<file path="config.mk">
export PLATFORM = sky130hd
export DESIGN_NAME = bf_uart_rx
export DESIGN_NICKNAME = d
export VERILOG_FILES = /design/src/rtl/bf_pkg.sv /design/src/rtl/bf_sync2.sv /design/src/rtl/bf_uart_rx.sv
export SDC_FILE = /design/constraint.sdc
export NUM_CORES = 1
export LEC_CHECK = 0
export CORE_MARGIN = 8
export CORE_UTILIZATION = 51
export CTS_CLUSTER_DIAMETER = 120
export DETAILED_ROUTE_END_ITERATION = 6
export GPL_TIMING_DRIVEN = 0
export PLACE_DENSITY = 0.85
export SLEW_MARGIN = 20
export SYNTH_ARGS = -nofsm -noshare
export SYNTH_HDL_FRONTEND = slang
export SYNTH_SLANG_ARGS = --single-unit
</file>
<file path="constraint.sdc">
create_clock -name clk_i -period 2.1 [get_ports clk_i]
set_input_delay 0.315 -clock clk_i [delete_from_list [all_inputs] [get_ports clk_i]]
set_output_delay 0.315 -clock clk_i [all_outputs]
set_load 0.005 [all_outputs]
</file>
<file path="src/rtl/bf_pkg.sv">
// Shared TinyBF definitions: UART state encoding and the baud divider arithmetic
// used by both the receiver and the transmitter.
package bf_pkg;

  typedef enum logic [2:0] {
    ST_IDLE  = 3'd0,
    ST_START = 3'd1,
    ST_DATA  = 3'd2,
    ST_STOP  = 3'd3,
    ST_BREAK = 3'd4
  } uart_state_t;

  function automatic int uart_div(input int clk_freq, input int baud_rate);
    return clk_freq / baud_rate;
  endfunction

  function automatic int uart_half(input int clk_freq, input int baud_rate);
    return uart_div(clk_freq, baud_rate) / 2;
  endfunction

endpackage

</file>
<file path="src/rtl/bf_sync2.sv">
// Two-flop synchronizer for asynchronous single-bit inputs (rx, start, halt).
// The reset value lets an idle-high line come out of reset already idle.
module bf_sync2 #(
  parameter logic RST_VAL = 1'b0
) (
  input  logic clk,
  input  logic rst,
  input  logic d,
  output logic q
);

  logic meta;

  always_ff @(posedge clk) begin
    if (rst) begin
      meta <= RST_VAL;
      q    <= RST_VAL;
    end else begin
      meta <= d;
      q    <= meta;
    end
  end

endmodule

</file>
<file path="src/rtl/bf_uart_rx.sv">
// 8N1 UART receiver with mid-bit sampling, start-glitch rejection, framing-error
// and overrun flags, presenting bytes over a valid/ready handshake.
module bf_uart_rx
  import bf_pkg::*;
#(
  parameter int CLK_FREQ  = 50000000,
  parameter int BAUD_RATE = 38400
) (
  input  logic       clk_i,
  input  logic       rst_i,
  input  logic       rx_i,
  output logic [7:0] data_o,
  output logic       valid_o,
  input  logic       ready_i,
  output logic       frame_err_o,
  output logic       overrun_o,
  output logic       busy_o
);

  localparam int DIV   = uart_div(CLK_FREQ, BAUD_RATE);
  localparam int HALF  = uart_half(CLK_FREQ, BAUD_RATE);
  localparam int CNT_W = (DIV > 1) ? $clog2(DIV) : 1;
  localparam logic [CNT_W-1:0] DIV_LAST  = CNT_W'(DIV - 1);
  localparam logic [CNT_W-1:0] HALF_LAST = CNT_W'(HALF - 1);

  uart_state_t      state;
  logic [CNT_W-1:0] cnt;
  logic [2:0]       idx;
  logic [7:0]       shreg;
  logic             rx_s;

  bf_sync2 #(.RST_VAL(1'b1)) u_sync (
    .clk (clk_i),
    .rst (rst_i),
    .d   (rx_i),
    .q   (rx_s)
  );

  always_ff @(posedge clk_i) begin
    if (rst_i) begin
      state       <= ST_IDLE;
      cnt         <= '0;
      idx         <= '0;
      shreg       <= '0;
      data_o      <= '0;
      valid_o     <= 1'b0;
      frame_err_o <= 1'b0;
      overrun_o   <= 1'b0;
      busy_o      <= 1'b0;
    end else begin
      frame_err_o <= 1'b0;
      overrun_o   <= 1'b0;
      // NOTE: a load in ST_STOP below assigns valid_o later in this block and
      // wins over this clear, so accept-and-load in one cycle keeps valid high.
      if (valid_o && ready_i) valid_o <= 1'b0;

      case (state)
        ST_IDLE: begin
          if (!rx_s) begin
            state  <= ST_START;
            cnt    <= '0;
            busy_o <= 1'b1;
          end
        end

        ST_START: begin
          if (cnt == HALF_LAST) begin
            cnt <= '0;
            if (!rx_s) begin
              state <= ST_DATA;
              idx   <= '0;
            end else begin
              state  <= ST_IDLE;
              busy_o <= 1'b0;
            end
          end else begin
            cnt <= cnt + CNT_W'(1);
          end
        end

        ST_DATA: begin
          if (cnt == DIV_LAST) begin
            cnt   <= '0;
            shreg <= {rx_s, shreg[7:1]};
            idx   <= idx + 3'd1;
            if (idx == 3'd7) state <= ST_STOP;
          end else begin
            cnt <= cnt + CNT_W'(1);
          end
        end

        ST_STOP: begin
          if (cnt == DIV_LAST) begin
            cnt <= '0;
            if (rx_s) begin
              // Leave at mid-stop-bit so a back-to-back start edge is not missed.
              state  <= ST_IDLE;
              busy_o <= 1'b0;
              if (!valid_o || ready_i) begin
                data_o  <= shreg;
                valid_o <= 1'b1;
              end else begin
                overrun_o <= 1'b1;
              end
            end else begin
              frame_err_o <= 1'b1;
              state       <= ST_BREAK;
            end
          end else begin
            cnt <= cnt + CNT_W'(1);
          end
        end

        ST_BREAK: begin
          if (rx_s) begin
            state  <= ST_IDLE;
            busy_o <= 1'b0;
          end
        end

        default: begin
          state  <= ST_IDLE;
          busy_o <= 1'b0;
        end
      endcase
    end
  end

endmodule

</file>
==> qor.yml <==
timing:
  setup_tns_ns: 0
  relSlewSlack: 0.455
  finalHoldViolCount: 0
  worstMarginPinSlew_ns: 0.815
  finalSetupViolCount: 0
  period_needed_ns: 2.06
  hold_ws_ns: 0.424
  fmaxAchievable_mhz: 486
  finalCritPeriodShare: 0.980
  slew_violations: 0
  skew_ns: 0.0116
grt:
  grt_pass1_vias: 1412
  grt_max_degree: 15
  antenna_found_initial: 0
  grt_remaining_overflow: 0
  grtUsageTotal: 0.148
  grt_pass1_wl_um: 6420
critical_path:
  worst-path-max-fanout: 8
  cp_data_arrival_time_ns: 2.31
  path_cells: "nand4bb_1, or4_1, buf_6, a31oi_4, o211ai_2, mux2_4"
  worstSetupStartpointType: "register"
  crit_required_ns: 2.35
  cpMaxStageDelayCell: "or4_1"
  crit_path_max_incr_delay_ns: 0.51
  worstSetupEndpointType: "register"
  worstSetupPathType: "reg2reg"
pwr:
  power.share.sequential: 0.524
  p_leak_nw: 0.775
  ir_drop_v: 0.000400
  pwr-share-comb: 0.122
  clockPowerShare: 0.354
  internal_power_w: 0.00108
  power_switching_w: 0.000394
  cellPowerDensity_mw_per_mm2: 694
  swShare: 0.267
place:
  place_congestion: 0.889
  dp.cells: 262
  port_buffers: 14
  dpl.hpwl_um: 2710
clock_network:
  cts_root_buf: "clkbuf_4"
  ctsLongestPathBuffers: 2
  worstSkewPairLatency_ns: 0.36
  clk_pin_slew_ns: 0.12
  cts_tree: "done"
  htreeDepth: 2
  numCtsBuffers: 5
  cts.sinks: 39
die:
  boundaryPins: 16
  initial_core_util: 0.535
  core_mm2: 0.00334
  dieWidth_um: 75.1
  placementRows: 21
  fp.dieArea_mm2: 0.00565
  die_y_um: 75.1
detailed_routing:
  wl_um: 3920
  wl_per_cell_um: 14.4
  firstDrtPassIters: 4
  vias: 1545
  vias_per_cell: 5.68
  ant_nets: 0
  drtIter0Drc: 177
  drc: 0
synthesis:
  ys.flop_type: "dfxtp_1"
  synth_area_mm2: 0.00178
  yosysTopAreaCell: "dfxtp_1"
  seq_area_frac_synth: 0.438
  avgSynthCellArea_um2: 8.83
  syn_inst: 202
  synthArstFlopShare: 0
  yosysUniqueCellTypes: 46
  synth_nets: 211
  synth_top_area_frac: 0.438
  synth_edf_count: 0
  yosys_warnings: 0
  synth_area_leaders: "dfxtp_1, nand2_1, nor2_1"
  ys_seq_elements: 39
final_layout:
  final_util: 0.638
  nNetsFinal: 234
  diodes: 0
  area_delta_synth_final_pct: 19.3
  fillerInstances: 302
  drive_gt1_frac: 0.133
  instances_no_fill: 272
flow_run:
  drv_cap: 0
outcome:
  run_status: "completed"
hold_path:
  hp-class: "in2reg"
## flip-flops by register name (all words and copies together) (netlist names)
register / count
data_o: 8
u_sync.q: 1
busy_o: 1
overrun_o: 1
valid_o: 1
frame_err_o: 1
idx: 3
cnt: 11
shreg: 8
state: 3
u_sync.meta: 1
## power by group through the flow
stage               Clock (W)  Combinational (W)  Sequential [W]
finish               0.000523           0.000181        0.000773
global route         0.000563           0.000197        0.000776
CTS                  0.000532           0.000173        0.000773
detailed placement          0           0.000170        0.000788
global placement            0           0.000169        0.000787
floorplan                   0           0.000126        0.000784
## worst max-delay path: cells and delay by family, from the launching register on
family,cells,cell delay (ns)
and+or+nand+nor,2,0.73
muxes,1,0.33
buffers and inverters,1,0.17
DFF,1,0.39
AOI/OAI and AO/OA,2,0.34
## cell type report
class | instances | area (um^2) | share of cell area
well taps | 46 | 57.6 | 0.0270
repair buffers | 16 | 155 | 0.0729
clock inverters | 3 | 47.5 | 0.0223
multi-input cells | 149 | 976 | 0.459
plain buffers | 10 | 46.3 | 0.0218
clock buffers | 5 | 37.5 | 0.0176
flip-flops and latches | 39 | 793 | 0.373
inverters | 4 | 15.0 | 0.00705
## cells in the mapped netlist, types with 2 or more instances
cell       n
a21o_1     2
a21oi_1   15
a22oi_1    2
a31o_2     2
a31oi_1    5
and2_1     2
buf_2      2
clkbuf_1   8
dfxtp_1   39
ha_1       5
inv_1      4
mux2i_1    9
nand2_1   25
nand3_1   10
nand3b_1   2
nand4_1    4
nor2_1    25
nor2b_1    4
nor3_1     2
nor4_1     2
nor4bb_1   2
o21ai_0    2
or2_2      2
or3_1      3
xor2_1     3
## logic make-up (layout without fill, tap and decap cells)
| family | count (synthesis) | count (layout) | share of synthesized area |
|---|---|---|---|
| muxes | 10 | 10 | 0.0589 |
| AOI/OAI and AO/OA | 39 | 39 | 0.158 |
| xor gates and xnor gates | 4 | 4 | 0.0196 |
| adders and majority gates | 5 | 5 | 0.0351 |
| and+or+nand+nor | 91 | 91 | 0.259 |
| DFF | 39 | 39 | 0.438 |
| buffers and inverters | 14 | 38 | 0.0309 |
## placed cells by master (no fill, tap or decap), types with 3 or more instances in the layout
cell,count
inv_1,3
nor2_1,25
or3_1,3
mux2i_1,9
clkbuf_1,8
clkdlybuf4s50_1,14
dfxtp_1,35
nor2b_1,4
ha_1,4
dfxtp_4,3
a31oi_1,4
nand2_1,25
xor2_1,3
nand4_1,4
clkbuf_4,5
nand3_1,10
a21oi_1,15
## per-layer routing
metal	global-route usage	part of all wire	vias up
met5	0	0	-
met4	0.0746	0.019	0
met3	0.0399	0.028	9
met2	0.226	0.48	25
met1	0.185	0.47	748
li1	-	-	763
## path summary, 6_finish.rpt
| kind | startpoint | end | slack [ns] | cells after the start |
|---|---|---|---|---|
| worst max-delay path | cnt[3]$_SDFFE_PP0P_ | state[1]$_SDFFE_PP0P_ | 0.04 | 6 |
| worst min-delay path | rst_i | frame_err_o$_SDFF_PP0_ | 0.42 | 2 |
| worst max register to register | cnt[3]$_SDFFE_PP0P_ | state[1]$_SDFFE_PP0P_ | 0.04 | 6 |
| worst min register to register | u_sync.meta$_SDFF_PP1_ | u_sync.q$_SDFF_PP1_ | 0.44 | 1 |
## metrics by stage
| stage | total power, W | area, um^2 | worst slack, ns |
|---|---|---|---|
| after floorplan | 0.000910 | 1780 | 0.0999 |
| final | 0.00148 | 2130 | 0.0411 |
| after global routing | 0.00154 | 2130 | -0.0217 |
| after detailed placement | 0.000959 | 1980 | -0.205 |
| after CTS | 0.00148 | 2080 | 0.00195 |
| after global placement | 0.000956 | 1980 | -0.160 |
## what timing repair did
action	in CTS	in global routing
gates resized for setup	5	10
pin swaps	2	3
setup buffers	1	1
hold buffers	0	0
setup endpoints to repair	21	13
cloned	0	0
Power figures use the tool's default switching activity.
